==> src/rtl/maxnet_ctrl.sv <==
// MAXNET competition controller: sequences the four PUs through MULT/ADD/UPDATE until at most one activation survives.
// Optional iteration limit with a timeout output is enabled by defining MAXNET_TIMEOUT_EN.
module maxnet_ctrl #(
    parameter int MAX_ITER = 100
) (
    input  logic        clk,
    input  logic        rst,
    input  logic        start,
    input  logic [31:0] in0,
    input  logic [31:0] in1,
    input  logic [31:0] in2,
    input  logic [31:0] in3,
    input  logic [31:0] new0,
    input  logic [31:0] new1,
    input  logic [31:0] new2,
    input  logic [31:0] new3,
    input  logic        zero0,
    input  logic        zero1,
    input  logic        zero2,
    input  logic        zero3,
    output logic [31:0] x0,
    output logic [31:0] x1,
    output logic [31:0] x2,
    output logic [31:0] x3,
    output logic        mult_reg_en,
    output logic        add_reg_en,
    output logic        busy,
    output logic        done,
    output logic [1:0]  winner,
    output logic        winner_valid,
    output logic [31:0] winner_value,
    output logic [7:0]  iter_count
`ifdef MAXNET_TIMEOUT_EN
    ,
    output logic        timeout
`endif
);

    typedef enum logic [2:0] {
        IDLE,
        MULT,
        ADD,
        UPDATE,
        DONE
    } state_t;

    state_t      state;
    logic [2:0]  nz;
    logic [1:0]  surv_idx;
    logic [31:0] surv_value;
    logic [7:0]  iter_next;

    // Lowest-indexed live PU is taken as the survivor; it is only used when nz==1.
    always_comb begin
        nz         = {2'b00, ~zero0} + {2'b00, ~zero1} + {2'b00, ~zero2} + {2'b00, ~zero3};
        surv_idx   = 2'd0;
        surv_value = 32'd0;
        if (!zero3) begin
            surv_idx   = 2'd3;
            surv_value = new3;
        end
        if (!zero2) begin
            surv_idx   = 2'd2;
            surv_value = new2;
        end
        if (!zero1) begin
            surv_idx   = 2'd1;
            surv_value = new1;
        end
        if (!zero0) begin
            surv_idx   = 2'd0;
            surv_value = new0;
        end
        iter_next = (iter_count == 8'hFF) ? iter_count : iter_count + 8'd1;
    end

    always_ff @(posedge clk) begin
        if (rst) begin
            state        <= IDLE;
            x0           <= 32'd0;
            x1           <= 32'd0;
            x2           <= 32'd0;
            x3           <= 32'd0;
            mult_reg_en  <= 1'b0;
            add_reg_en   <= 1'b0;
            busy         <= 1'b0;
            done         <= 1'b0;
            winner       <= 2'd0;
            winner_valid <= 1'b0;
            winner_value <= 32'd0;
            iter_count   <= 8'd0;
`ifdef MAXNET_TIMEOUT_EN
            timeout      <= 1'b0;
`endif
        end else begin
            case (state)
                IDLE, DONE: begin
                    if (start) begin
                        x0           <= in0;
                        x1           <= in1;
                        x2           <= in2;
                        x3           <= in3;
                        iter_count   <= 8'd0;
                        done         <= 1'b0;
                        winner_valid <= 1'b0;
                        winner       <= 2'd0;
                        busy         <= 1'b1;
                        mult_reg_en  <= 1'b1;
`ifdef MAXNET_TIMEOUT_EN
                        timeout      <= 1'b0;
`endif
                        state        <= MULT;
                    end
                end
                MULT: begin
                    mult_reg_en <= 1'b0;
                    add_reg_en  <= 1'b1;
                    state       <= ADD;
                end
                ADD: begin
                    add_reg_en <= 1'b0;
                    state      <= UPDATE;
                end
                UPDATE: begin
                    x0         <= new0;
                    x1         <= new1;
                    x2         <= new2;
                    x3         <= new3;
                    iter_count <= iter_next;
                    if (nz <= 3'd1) begin
                        busy         <= 1'b0;
                        done         <= 1'b1;
                        winner_valid <= (nz == 3'd1);
                        winner       <= (nz == 3'd1) ? surv_idx : 2'd0;
                        winner_value <= (nz == 3'd1) ? surv_value : 32'd0;
                        state        <= DONE;
                    end
`ifdef MAXNET_TIMEOUT_EN
                    else if (int'({24'd0, iter_next}) >= MAX_ITER) begin
                        busy         <= 1'b0;
                        done         <= 1'b1;
                        timeout      <= 1'b1;
                        winner_valid <= 1'b0;
                        winner       <= 2'd0;
                        winner_value <= 32'd0;
                        state        <= DONE;
                    end
`endif
                    else begin
                        mult_reg_en <= 1'b1;
                        state       <= MULT;
                    end
                end
                default: state <= IDLE;
            endcase
        end
    end

endmodule

==> config.mk <==
export PLATFORM = sky130hd
export DESIGN_NAME = maxnet_ctrl
export DESIGN_NICKNAME = d
export VERILOG_FILES = /design/src/rtl/maxnet_ctrl.sv
export SDC_FILE = /design/constraint.sdc
export NUM_CORES = 1
export LEC_CHECK = 0
export ABC_AREA = 1
export CAP_MARGIN = 10
export CORE_AREA = 2 2 171 173
export DETAILED_ROUTE_END_ITERATION = 12
export DIE_AREA = 0 0 173 175
export HOLD_SLACK_MARGIN = 0.05
export PLACE_DENSITY = 0.65
export SLEW_MARGIN = 25
export SYNTH_ARGS = -nofsm -noshare
export SYNTH_HDL_FRONTEND = slang
export SYNTH_SLANG_ARGS = --single-unit
==> constraint.sdc <==
create_clock -name clk -period 6.6 [get_ports clk]
set_input_delay 1.32 -clock clk [delete_from_list [all_inputs] [get_ports clk]]
set_output_delay 1.32 -clock clk [all_outputs]
set_load 0.02 [all_outputs]
Word-level counts from Yosys, hierarchy flattened
Index checks and enable logic that the tools add are counted.
{"block": "totals", "register_bits": 178, "input_bits": 263, "out_inout_bits": 175, "elab_cells": 80}
{"block": "op_classes", "addsub": 4, "n_lt_le_gt_ge": 1, "eq_ne": 10, "mux": 38, "bitwise_logic": 4, "n_reduce_logical": 10}
{"operator": "two-way mux 32 bit", "count": 9}
{"operator": "one-hot mux 32 bit (2 select lines)", "count": 4}
{"operator": "two-way mux 8 bit", "count": 2}
{"operator": "one-hot mux 8 bit (2 select lines)", "count": 1}
{"operator": "two-way mux 2 bit", "count": 7}
{"operator": "one-hot mux 3 bit (4 select lines)", "count": 1}
{"operator": "AND reduction 3 bit", "count": 3}
{"operator": "adder 8 x 1 -> 8 bit (second input constant)", "count": 1}
{"operator": "equality test 8 bit (second input constant)", "count": 1}
{"operator": "inequality test 2 bit (second input constant)", "count": 4}
{"operator": "one-hot mux 1 bit (2 select lines)", "count": 4}
{"operator": "equality test 3 x 1 -> 1 bit (second input constant)", "count": 2}
{"operator": "equality test 3 x 2 -> 1 bit (second input constant)", "count": 2}
{"operator": "two-way mux 1 bit", "count": 6}
{"operator": "two-way mux 3 bit", "count": 2}
{"operator": "inverter 1 bit", "count": 4}
{"operator": "one-hot mux 2 bit (2 select lines)", "count": 1}
{"operator": "AND reduction 2 bit", "count": 2}
{"operator": "nonzero test 2 bit", "count": 2}
{"operator": "adder 2 x 1 -> 3 bit", "count": 1}
{"operator": "adder 3 x 1 -> 3 bit", "count": 1}
{"operator": "equality test 3 bit (second input constant)", "count": 1}
{"operator": "<= comparator 3 x 1 -> 1 bit (second input constant)", "count": 1}
{"operator": "logical NOT 3 bit", "count": 1}
{"operator": "other kinds (4)", "count": 4}

Depth between registers and ports, before layout
{"block": "logic_depth", "depth_word": 8, "mapped_depth": 12, "ltp_nobuf": 10}

Least setup slack after synthesis
Ideal clock, no wire load.
{"block": "synth_timing", "path_type": "input to register", "from": "input zero0", "to": "register winner_value[10]", "setup_time_ps": 70, "arrival_time_ps": 3733, "t_required_ps": 6530, "path_slack_ps": 2796, "cell_stages": 12, "n_path_buf": 3, "cell_sequence": "clkbuf_1 > buf_1 > inv_1 > fa_1 > ha_1 > inv_1 > ha_1 > nand3b_1 > clkbuf_1 > nor3_1 > nand2_1 > a21oi_1"}
{"block": "synth_via", "elab_chain_cells": 6, "word_cells_on_any_way": 9, "classes_between": "add/sub (3); order compare (1); eq/ne (1); mux (2); bitwise (1); reduce/logical (1)"}
{"item": "start: declaration", "line_no": "17", "text": "input logic zero0,"}
{"item": "inverter 1 bit", "line_no": "55", "text": "nz = {2'b00, ~zero0} + {2'b00, ~zero1} + {2'b00, ~zero2} + {2'b00, ~zero3};"}
{"item": "adder 1 x 1 -> 2 bit", "line_no": "55"}
{"item": "adder 2 x 1 -> 3 bit", "line_no": "55"}
{"item": "adder 3 x 1 -> 3 bit", "line_no": "55"}
{"item": "<= comparator 3 x 1 -> 1 bit / equality test 3 x 1 -> 1 bit (equally long branches)", "line_no": "130, 135"}
{"item": "AND reduction 2 bit (no line) / two-way mux 32 bit (equally long branches)"}
{"item": "end signal: assignment", "line_no": "135", "text": "winner_value <= (nz == 3'd1) ? surv_value : 32'd0;"}
{"item": "end: declaration", "line_no": "31", "text": "output logic [31:0] winner_value,"}
Parallel ways exist; a longest one is shown, timed or not.
A chain may end at the register's enable or synchronous reset.

Worst setup path after layout
{"block": "layout_timing", "from": "input zero3", "to": "register winner_value[27]"}
{"block": "layout_via", "elab_chain_cells": 5, "word_cells_on_any_way": 10, "classes_between": "add/sub (1); order compare (1); eq/ne (1); mux (5); bitwise (1); reduce/logical (1)"}
{"item": "start: declaration", "line_no": "20", "text": "input logic zero3,"}
{"item": "parallel branches: the longest is 5 deep, another holds adder 3 x 1 -> 3 bit"}
Parallel ways; which one is timed is not known.

==> flow_summary.ini <==
[status]
status = complete, no violations

[power]
total_power_uw = 3550
p_per_area_nw_per_um2 = 262.8
peakVddDrop_mv = 0.1935
leakage_uw = 0.005144

[setup_path]
cp_data_arrival_time_ns = 4.60
cp_max_fo = 46
critPathKind = in -> reg
endpoint_kind = flop
cp_slowest_stage_delay_ns = 0.72
path_cells = clkdlybuf4s50_1, inv_1, buf_4, fa_1, ha_1, inv_1, ha_1, nand2_1, inv_2, o21ai_0, a21oi_1
required_ns = 6.95
start_kind = input port
crit_buf_inv = 5
crit_family = buffers and inverters
rrSetupSlack_ns = 3.51
slowest_stage = inv_2

[sta]
fin_setup_tns_ns = 0
relSlewSlack = 0.3070
setup_violations = 0
tightest_slew_ns = 1.040
post-route-period-util = 0.6442
max_freq_mhz = 235.2
min_period_ns = 4.252
finClkSkew_ns = 0.007465
slew_viol_final = 0
hold_violations = 0
rsz0062_at_grt = false

[clock_network]
worstSkewPairLatency_ns = 0.44
cts-resized-gates = 0
root_buffer = clkbuf_16
cts-htree-levels = 4
cts_tree = done
cts_buffer_depth = 2
postCtsHoldBufs = 0
clk_pin_slew_ns = 0.07
cts_sinks = 178
cts_setup_buffers = 0
numCtsBuffers = 17

[final_layout]
final.fill_count = 2948
fin_nets = 1873
seqCellArea_um2 = 3563
multi_input_area_um2 = 4328
final_common_cell = clkdlybuf4s50_1
area_growth_pct = 58.80
drive_above_1_share = 0.03399
layout_common_cells = 434 x clkdlybuf4s50_1, 398 x nand2_1, 178 x dfxtp_1

[run]
cap_violations = 0

[global_routing]
grt_usage = 0.2516
grt_max_degree = 149
grt_pass1_wl_um = 58850
globalRouteOverflowTotal = 0
antenna_found_initial = 3
grt_pass1_vias = 9711

[place]
dpl.hpwl_um = 28950
io_buffers = 437
place_congestion = 0.8655

[synthesis]
synth-seq-cells = 178
syn_area_um2 = 8506
synth_nets = 1513
yosysTopAreaCell = dfxtp_1
ys_seq_area_frac = 0.4189
syn_area_per_cell_um2 = 6.832
synth_warnings = 0
synth_top_area_frac = 0.4189
synth_area_leaders = dfxtp_1 42%, nand2_1 18%, a31oi_1 9.4%
syn_inst = 1245
netlist-cell-type-count = 27

[die]
die_w_um = 173
io_pins = 438
start_util = 0.2996
rows = 62
fp.dieH_um = 175
die_area_um2 = 30280
core_um2 = 28390

[drt]
drt_wl_total_um = 39700
first_pass_iters = 6
routedWlPerCell_um = 19.81
vias = 10150
drtIter0Drc = 797
drc = 0
antenna_left = 0
via_per_inst = 5.065

[worst_hold_path]
hold_path_class = reg -> reg
## path summary, 6_finish.rpt
check | cells past startpoint | to | from
min | 2 | busy | busy
min reg2reg | 2 | busy | busy
max | 11 | winner_value[27] | zero3
max reg2reg | 7 | winner_value[27] | state[0]
## power by group
group | leakage (uW) | internal [uW] | switching [uW]
logic | 0.00340 | 526 | 664
registers | 0.00147 | 1230 | 76.9
clock network | 0.000281 | 546 | 510
## registers in the layout, summed over array words and instances, names as in the netlist
signal / count
x2: 32
done: 1
add_reg_en: 1
x0: 32
winner_value: 32
mult_reg_en: 1
winner: 2
x1: 32
state: 3
busy: 1
x3: 32
winner_valid: 1
iter_count: 8
## synthesized netlist by cell type
cell type,n
nand2_1,398
dfxtp_1,178
a31oi_1,128
o21ai_0,116
nor2_1,76
nand3_1,73
o21ai_1,69
buf_2,51
a21oi_1,48
clkbuf_1,38
inv_1,22
nor3_1,11
buf_1,10
buf_6,7
ha_1,4
buf_4,2
inv_2,2
o211ai_1,2
or2_2,2
a311oi_1,1
clkinv_1,1
fa_1,1
nand2_4,1
nand3_2,1
nand3b_1,1
nand4_1,1
nor2_4,1
## layout make-up
cell class              instances  area share
diodes                          2   0.0003705
clock buffers                  18     0.03252
clock inverters                14     0.01056
inverters                      25    0.007318
multi-input cells             934      0.3204
flip-flops and latches        178      0.2638
well taps                     384     0.03557
repair buffers                449      0.3294
## worst register-to-register path, stage by stage (launching register included)
cell and delay [ns]:
dfxtp_1 0.36, nand2_1 0.09, nor2_4 0.12, buf_4 0.62, nand2_1 0.72, inv_2 0.73, o21ai_0 0.18, a21oi_1 0.19
## metal layers
layer | routed length [um] | track usage
met5 | 12 | 0
met4 | 735 | 0.06532
met3 | 2732 | 0.05744
met2 | 19450 | 0.4385
met1 | 16770 | 0.3128
## stage by stage
stage	instances	utilization	instance area (um2)	hold slack, ns	setup slack, ns
finish	2004	0.4757	13510	0.4667	2.348
global route	2004	0.4757	13510	0.4938	2.004
CTS	2002	0.4755	13500	0.4683	2.361
detailed placement	1970	0.4551	12920	0.4541	1.871
global placement	1970	0.4551	12920	0.4515	2.070
floorplan	1245	-	8506	0.5070	2.796
## kinds of logic after synthesis
logic type | share of synthesized area
and+or+nand+nor | 0.2655
buffers and inverters | 0.07326
DFF | 0.4189
AOI/OAI and AO/OA | 0.2340
adders and majority gates | 0.008238
(Power assumes the default switching activity.)
